## config.mk

```make
export PLATFORM = sky130hd
export DESIGN_NAME = rf_wb_arbiter
export DESIGN_NICKNAME = d
export VERILOG_FILES = /design/src/rtl/rf_wb_arbiter.sv
export SDC_FILE = /design/constraint.sdc
export NUM_CORES = 1
export LEC_CHECK = 0
export BUFFER_PORTS_ARGS = -buffer_cell sky130_fd_sc_hd__buf_4
export CORE_ASPECT_RATIO = 1.2
export CORE_MARGIN = 2
export CORE_UTILIZATION = 37
export DETAILED_ROUTE_END_ITERATION = 8
export HOLD_SLACK_MARGIN = 0.05
export PLACE_DENSITY_LB_ADDON = 0.08
export SLEW_MARGIN = 40
export SYNTH_ARGS = -nofsm -noshare
export SYNTH_HDL_FRONTEND = slang
export SYNTH_SLANG_ARGS = --single-unit
```

## constraint.sdc

```tcl
create_clock -name clk -period 2.8 [get_ports clk]
set_clock_uncertainty 0.2 [all_clocks]
set_input_delay 0.84 -clock clk [delete_from_list [all_inputs] [get_ports clk]]
set_output_delay 0.84 -clock clk [all_outputs]
set_load 0.02 [all_outputs]
```

## src/rtl/rf_wb_arbiter.sv

```systemverilog
// -----------------------------------------------------------------------------
// rf_wb_arbiter
// Shares the register file's single write port among three requesters:
// the single-cycle ALU/load writeback path, a buffered MDU result stream
// and a debug write port. Fixed priority is starved MDU > ALU > MDU > DBG.
// A starvation counter stalls the ALU once the MDU FIFO head has waited
// STARVE_MAX cycles.
//
// Ports
//   clk, rstn                 clock, asynchronous active-low reset
//   alu_wr/alu_wa/alu_wd      ALU writeback request (held while alu_stall)
//   alu_stall                 ALU request not accepted this cycle
//   mdu_valid/mdu_wa/mdu_wd   MDU result push into the FIFO
//   mdu_ready                 FIFO not full
//   dbg_req/dbg_wa/dbg_wd     debug write request, held until dbg_ack
//   dbg_ack                   pulses with the cycle rf_wr carries the debug write
//   rf_wr/rf_wa/rf_wd         registered register-file write port
//   pend_mask                 registers with an accepted, not yet issued write
// -----------------------------------------------------------------------------
module rf_wb_arbiter #(
   parameter int DEPTH      = 2,
   parameter int STARVE_MAX = 4
) (
   input  logic        clk,
   input  logic        rstn,
   input  logic        alu_wr,
   input  logic [4:0]  alu_wa,
   input  logic [31:0] alu_wd,
   output logic        alu_stall,
   input  logic        mdu_valid,
   output logic        mdu_ready,
   input  logic [4:0]  mdu_wa,
   input  logic [31:0] mdu_wd,
   input  logic        dbg_req,
   input  logic [4:0]  dbg_wa,
   input  logic [31:0] dbg_wd,
   output logic        dbg_ack,
   output logic        rf_wr,
   output logic [4:0]  rf_wa,
   output logic [31:0] rf_wd,
   output logic [31:0] pend_mask
);

   localparam int PW = (DEPTH > 1) ? $clog2(DEPTH) : 1;
   localparam int CW = $clog2(DEPTH + 1);
   localparam int SW = $clog2(STARVE_MAX + 1);

   typedef enum logic [1:0] {GNT_NONE, GNT_ALU, GNT_MDU, GNT_DBG} grant_e;

   // FIFO storage and pointers
   logic [4:0]    r_fifo_wa [DEPTH];
   logic [31:0]   r_fifo_wd [DEPTH];
   logic [PW-1:0] r_rd_ptr;
   logic [PW-1:0] r_wr_ptr;
   logic [CW-1:0] r_count;

   logic [SW-1:0] r_starve;
   logic          r_rf_wr;
   logic [4:0]    r_rf_wa;
   logic [31:0]   r_rf_wd;
   logic          r_dbg_ack;

   logic          w_empty;
   logic          w_full;
   logic          w_stall;
   logic          w_push;
   logic          w_pop;
   grant_e        w_grant;
   logic [4:0]    w_gnt_wa;
   logic [31:0]   w_gnt_wd;

   assign w_empty = (r_count == '0);
   assign w_full  = (r_count == CW'(DEPTH));
   // Stall depends only on registered state, never on alu_wr.
   assign w_stall = (r_starve == SW'(STARVE_MAX)) && !w_empty;
   // Readiness uses current occupancy only: a pop this cycle frees no slot yet.
   assign w_push  = mdu_valid && !w_full;
   assign w_pop   = (w_grant == GNT_MDU);

   // Grant selection
   always_comb begin
      // NOTE: every signal gets a default before the if-chain so no path leaves
      // it unassigned, which would otherwise infer a latch.
      w_grant  = GNT_NONE;
      w_gnt_wa = '0;
      w_gnt_wd = '0;
      if (w_stall) begin
         w_grant = GNT_MDU;
      end else if (alu_wr) begin
         w_grant = GNT_ALU;
      end else if (!w_empty) begin
         w_grant = GNT_MDU;
      end else if (dbg_req && !r_dbg_ack) begin
         // A request still held during its ack cycle must not be served twice.
         w_grant = GNT_DBG;
      end
      case (w_grant)
         GNT_ALU: begin
            w_gnt_wa = alu_wa;
            w_gnt_wd = alu_wd;
         end
         GNT_MDU: begin
            w_gnt_wa = r_fifo_wa[r_rd_ptr];
            w_gnt_wd = r_fifo_wd[r_rd_ptr];
         end
         GNT_DBG: begin
            w_gnt_wa = dbg_wa;
            w_gnt_wd = dbg_wd;
         end
         default: ;
      endcase
   end

   // NOTE: FIFO storage has no reset; validity is tracked by r_count alone, so
   // clearing the data array would only cost reset fan-out.
   always_ff @(posedge clk) begin
      if (w_push) begin
         r_fifo_wa[r_wr_ptr] <= mdu_wa;
         r_fifo_wd[r_wr_ptr] <= mdu_wd;
      end
   end

   always_ff @(posedge clk or negedge rstn) begin
      if (!rstn) begin
         // NOTE: state is updated with non-blocking assignments so every
         // register samples pre-edge values regardless of statement order.
         r_rd_ptr  <= '0;
         r_wr_ptr  <= '0;
         r_count   <= '0;
         r_starve  <= '0;
         r_rf_wr   <= 1'b0;
         r_rf_wa   <= '0;
         r_rf_wd   <= '0;
         r_dbg_ack <= 1'b0;
      end else begin
         if (w_push) r_wr_ptr <= r_wr_ptr + 1'b1;
         if (w_pop)  r_rd_ptr <= r_rd_ptr + 1'b1;
         r_count <= r_count + CW'(w_push) - CW'(w_pop);

         if (w_empty || w_pop) begin
            r_starve <= '0;
         end else if (r_starve != SW'(STARVE_MAX)) begin
            r_starve <= r_starve + 1'b1;
         end

         // Register 0 completes the handshake but never writes.
         if (w_grant != GNT_NONE) begin
            r_rf_wr <= (w_gnt_wa != 5'd0);
            r_rf_wa <= w_gnt_wa;
            r_rf_wd <= w_gnt_wd;
         end else begin
            r_rf_wr <= 1'b0;
         end
         r_dbg_ack <= (w_grant == GNT_DBG);
      end
   end

   // Pending mask: every valid FIFO entry plus the write currently on rf_wr.
   always_comb begin
      pend_mask = '0;
      for (int i = 0; i < DEPTH; i++) begin
         if (CW'(i) < r_count) begin
            pend_mask[r_fifo_wa[r_rd_ptr + PW'(i)]] = 1'b1;
         end
      end
      if (r_rf_wr) pend_mask[r_rf_wa] = 1'b1;
      pend_mask[0] = 1'b0;
   end

   assign alu_stall = w_stall;
   assign mdu_ready = !w_full;
   assign dbg_ack   = r_dbg_ack;
   assign rf_wr     = r_rf_wr;
   assign rf_wa     = r_rf_wa;
   assign rf_wd     = r_rf_wd;

endmodule

```

# Word level (Yosys, flattened, before mapping)
# Memories as Yosys holds them, arrays and structs flattened.
# Cells that the tools add are included.
[word_totals]
regBits = 46
ramBits = 74
out_inout_bits = 73
memories = 2
latch_bits = 0
wordCells = 65
rom_bits = 0
[op_classes]
reduce_logical = 14
n_mux = 20
div = 0
add_sub_neg = 5
n_mul = 0
magnitude_cmp = 8
n_eq_ne = 6
n_shift = 0
n_bitwise = 2
[memory_table]
columns = ["memory", "words", "word_bits", "read_ports", "rd_clocked_by_memory_dff", "wr", "line", "text"]
rows = [
  ["r_fifo_wd", 2, 32, 1, 0, 1, "52", "logic [31:0] r_fifo_wd [DEPTH];"],
  ["r_fifo_wa", 2, 5, 2, 0, 1, "51", "logic [4:0] r_fifo_wa [DEPTH];"],
]
[op_table]
columns = ["operator", "count"]
rows = [
  ["$mux W32", 3],
  ["$pmux W32 S3", 1],
  ["$or A32 B32 Y32", 2],
  ["$lt A5 B6 Y1 const B", 3],
  ["$demux W1 S5", 3],
  ["$ge A5 B1 Y1 const B", 3],
  ["$pmux W5 S3", 1],
  ["$mux W2", 4],
  ["$eq A2 B2 Y1 const B", 3],
  ["$logic_and A1 B1 Y1", 6],
  ["$mux W1", 6],
  ["$mux W3", 2],
  ["$reduce_bool A5 Y1", 1],
  ["$lt A1 B2 Y1 const A", 2],
  ["$reduce_bool A2 Y1", 2],
  ["$add A3 B1 Y3 const B", 1],
  ["$eq A3 B3 Y1 const B", 1],
  ["$logic_not A1 Y1", 3],
  ["$ne A3 B3 Y1 const B", 1],
  ["$add A1 B1 Y1 const B", 2],
  ["$add A2 B1 Y2", 1],
  ["$eq A2 B1 Y1 const B", 1],
  ["$logic_not A2 Y1", 1],
  ["$sub A2 B1 Y2", 1],
  ["$logic_or A1 B1 Y1", 1],
]

# Longest topological paths before layout
[depth]
depth_word = 10
depth_mapped = 9
depth_no_buf = 9

# Least setup slack after synthesis
# OpenSTA, ideal clock, no wires.
[synth_timing]
kind = "input to register"
startpoint = "input port mdu_valid"
endpoint = "memory r_fifo_wa[0][0] (enable)"
setup_ns = 0.431
arrival_ns = 2.501
path_slack_ns = -0.333
n_path_buf = 0
cell_stages = 2
cell_sequence = "nand2_1 -> nor2_1"
[synth_via]
elab_chain_len = 3
[synth_rtl]
columns = ["element", "line", "text"]
rows = [
  ["start: declaration", "30", "input logic mdu_valid,"],
  ["$logic_and A1 B1 Y1", "77", "assign w_push = mdu_valid && !w_full;"],
  ["$mux W1", "117", "if (w_push) begin"],
  ["$mux W1 (implied by the code)", "118", "r_fifo_wa[r_wr_ptr] <= mdu_wa;"],
  ["end: declaration", "51", ""],
]
# Every way passes these cells.

# Final worst setup path
[layout_timing]
startpoint = "register r_rd_ptr"
endpoint = "output port pend_mask[25]"
[layout_via]
elab_chain_len = 10
word_cells_on_any_way = 17
cone_classes = "add/sub: 1; order compare: 4; mux: 7; bitwise: 2; reduce/logical: 2; memory: 1"
[layout_rtl]
columns = ["element", "line", "text"]
rows = [
  ["start: declaration", "53", "logic [PW-1:0] r_rd_ptr;"],
  ["start signal: assignment", "137", "if (w_pop) r_rd_ptr <= r_rd_ptr + 1'b1;"],
  ["$add A1 B1 Y1 or $mem_v2 Z2 W5 (tied branches)", "--", ""],
  ["$mem_v2 Z2 W5 (*)", "--", ""],
  ["$lt A5 B6 Y1 (implied by the code) (tied with other cells)", "163", "pend_mask[r_fifo_wa[r_rd_ptr + PW'(i)]] = 1'b1;"],
  ["$logic_and A1 B1 Y1 (implied by the code) or $mux W1 (tied branches)", "163", ""],
  ["$mux W1 (implied by the code) or $demux W1 S5 (tied branches)", "163", ""],
  ["$demux W1 S5 or $mux W32 (tied branches)", "163, 162", ""],
  ["$or A32 B32 Y32 (no line)", "--", ""],
  ["$mux W32 (*)", "162", "if (CW'(i) < r_count) begin"],
  ["$or A32 B32 Y32 (no line)", "--", ""],
  ["$mux W32 (*)", "166", "if (r_rf_wr) pend_mask[r_rf_wa] = 1'b1;"],
  ["end: declaration", "41", "output logic [31:0] pend_mask"],
]
# Mark *: on every way between the ends. The rest lies on a longest branch, timed or not.

==> impl_results.md <==
- Dominant cells by area after synthesis: edfxtp_1, dfrtp_1, mux2i_1, nand2_1, a221oi_2
- Setup crit start kind: register
- Yosys warnings: 0
- Drt initial violations: 279
- Die outline height: 144 um
- Final WS setup: -0.301 ns
- Grt met1 use: 0.242
- GR Layer Usage met3: 0.0481
- ANT cells: 0
- RD Place Congestion: 0.979
- Post-synth EDFFs: 74
- HPWL after DPL: 12,800 um
- Layout cells sized above 1: 0.429
- Die Wd: 121 um
- Slew Limit Fails: 0
- CTS tree: done
- DR vias: 5,074
- CTS buffer count: 17
- CTS sink cnt: 120
- Via density: 5.22
- Asr flop ratio synth: 0.383
- Crit path max fanout: 8
- Commonest non-fill, non-tap cells in the layout: buf_4, nand2_1, edfxtp_1
- Dominant synthesized flop cell: edfxtp_1
- Worst Setup End Kind: primary output
- Filler cells: 1,476
- Global-route wire length before repair: 28,100 um
- RSZ-0062 raised after global routing: true
- Detailed Route WL: 17,800 um
- Top Usage Layer GRT: met2
- Vias in the first global route: 5,325
- Post-synthesis instance total: 538
- Largest net degree at the start of global routing: 47
- Hold_buf cts: 0
- Num rows: 51
- Synthesized netlist net count: 658
- Clk pin slew, worst setup/hold paths: 0.06 ns
- Fin crit period: 3.10 ns
- Status: complete, but fails checks
- Core area: 16,100 um2
- Area grow syn2layout: 44.1%
- Final worst path period share: 1.11
- Max_slew headroom: 0.563
- Worst ir drop on vdd: 0.474 mV
- Slew at the pin closest to its max-slew limit: 0.656 ns
- Starting Density: 0.375
- Commonest non-fill, non-tap cell in the layout: buf_4
- Max H-tree Level: 4
- Share of the synthesized area in the top cell type: 0.367
- P_leak: 0.00376 uW
- Failing checks: negative setup slack
- Post-route ant nets: 0
- Flops & latches, synth: 120
- Initial antenna violation count: 0
- Total power: 9070 uW
- Setup TNS Final: -8.29 ns
- Sequential element share of the synthesized area: 0.558
- Port bufs: 187
- Final setup vio count: 31
- Worst Path Arrival: 2.06 ns
- Nets: 867
- Max Buffers Root-to-Sink: 2
- Detailed-route DRC error count: 0
- Critical path class: register to primary output
- Leading area contributor after synthesis: edfxtp_1
- CTS root buffer: clkbuf_16
- Total grt overflow: 0
- Pwr/cell area: 1040 nW/um2
- Num ports: 189
- Worst-skew pair later-pin latency: 0.42 ns
- Post-DR wirelength/cell: 18.3 um
- Synth cell types: 46
- Synth Cell Area: 6050 um2
- DIE AREA: 17,400 um2
- Hold Fails Final Rpt: 0
- M2 GR Usage: 0.378
- Pre-antenna DRT Iters: 4
- Fin util: 0.540
- Maxcap violations: 0
- Hold WC Path Type: input pin to asynchronous set/reset pin
- Max Clk Rate: 323 MHz
- Syn Area/Cell: 11.2 um2
- Critical path required time: 1.76 ns
- GRT Total Usage: 0.211
==> path summary, 6_finish.rpt <==
kind	to	depth (start not counted)	slack, ns	from
min in group clk	rf_wd[3]	2	0.33	rf_wd[3]
min reg2reg	rf_wd[3]	2	0.33	rf_wd[3]
min	rf_wd[21]	1	0.25	rstn
max	pend_mask[25]	6	-0.30	r_rd_ptr
max reg2reg	rf_wd[28]	7	0.45	r_count[1]
max in group asynchronous	r_rd_ptr	1	1.66	rstn
==> sequential cells by signal (all words and copies together) (netlist names) <==
signal,count
r_count,2
rf_wr,1
dbg_ack,1
r_fifo_wd,64
r_wr_ptr,1
rf_wd,32
r_starve,3
r_rd_ptr,1
rf_wa,5
r_fifo_wa,10
==> synth_stat cells, types with 2 or more instances <==
library cell and instances:
a21oi_1 33, a221oi_1 18, a221oi_2 18, a22oi_1 33, a32oi_1 3, and2_1 3, and3_1 5, and3b_1 3
buf_1 5, buf_2 14, buf_4 4, buf_6 7, clkbuf_1 9, dfrtp_1 46, edfxtp_1 74, ha_1 4
inv_1 7, mux2_2 2, mux2i_1 36, mux2i_4 2, nand2_1 79, nand2b_1 3, nor2_1 55, nor2_2 3
nor2b_1 3, nor3_1 40, nor3_2 2, nor3b_1 5, o21ai_0 2, or2_1 2, xnor2_1 3
==> timing repair <==
action,CTS,global route
gates cloned,0,0
setup endpoints to repair,32,31
pin swaps,7,10
hold endpoints to repair,0,0
buffers inserted,5,1
gates resized for setup,48,15
==> cell families after synthesis <==
kind of cell / count (synthesis) / synth area share
xor gates and xnor gates: 4 / 0.00579
muxes: 40 / 0.0708
other: 1 / 0.000620
and+or+nand+nor: 209 / 0.159
adders and majority gates: 4 / 0.00828
buffers and inverters: 46 / 0.0426
AOI/OAI and AO/OA: 114 / 0.155
DFF: 120 / 0.558
==> power by group <==
part | total, uW | switching (uW) | internal, uW
logic | 4270 | 2400 | 1870
registers | 2820 | 348 | 2470
clock network | 1980 | 832 | 1150
==> cell type report <==
| type | count | area (um2) | area share |
|---|---|---|---|
| sequential | 120 | 3380 | 0.388 |
| clock buffer | 18 | 429 | 0.0493 |
| clock inverter | 14 | 114 | 0.0131 |
| timing repair buffer | 229 | 1910 | 0.220 |
| inverter | 7 | 26.3 | 0.00302 |
| tap | 212 | 265 | 0.0305 |
| multi-input combinational | 372 | 2580 | 0.297 |
==> metal layers <==
layer,up-vias,wire length (um),part of all wire
met5,-,0,0
met4,0,366,0.021
met3,22,805,0.045
met2,159,9370,0.53
met1,2467,7230,0.41
li1,2426,-,-
==> metrics by stage <==
stage	area, um2	cells	hold WS, ns	worst slack (ns)
4_1_cts	8640	971	0.272	-0.300
3_3_place_gp	7860	934	0.313	-0.126
6_report	8710	972	0.254	-0.301
5_1_grt	8710	972	0.297	-0.394
3_5_place_dp	7860	934	0.321	-0.135
2_1_floorplan	6050	538	0.279	0.216
==> critical path: stages, from the launching register on <==
cell and delay (ns):
dfrtp_4 0.53, buf_4 0.18, mux2_4 0.33, nor2_2 0.24, a22oi_1 0.13, nand2_1 0.09
buf_4 0.14
Note: power is estimated with default switching activity, not from simulation.
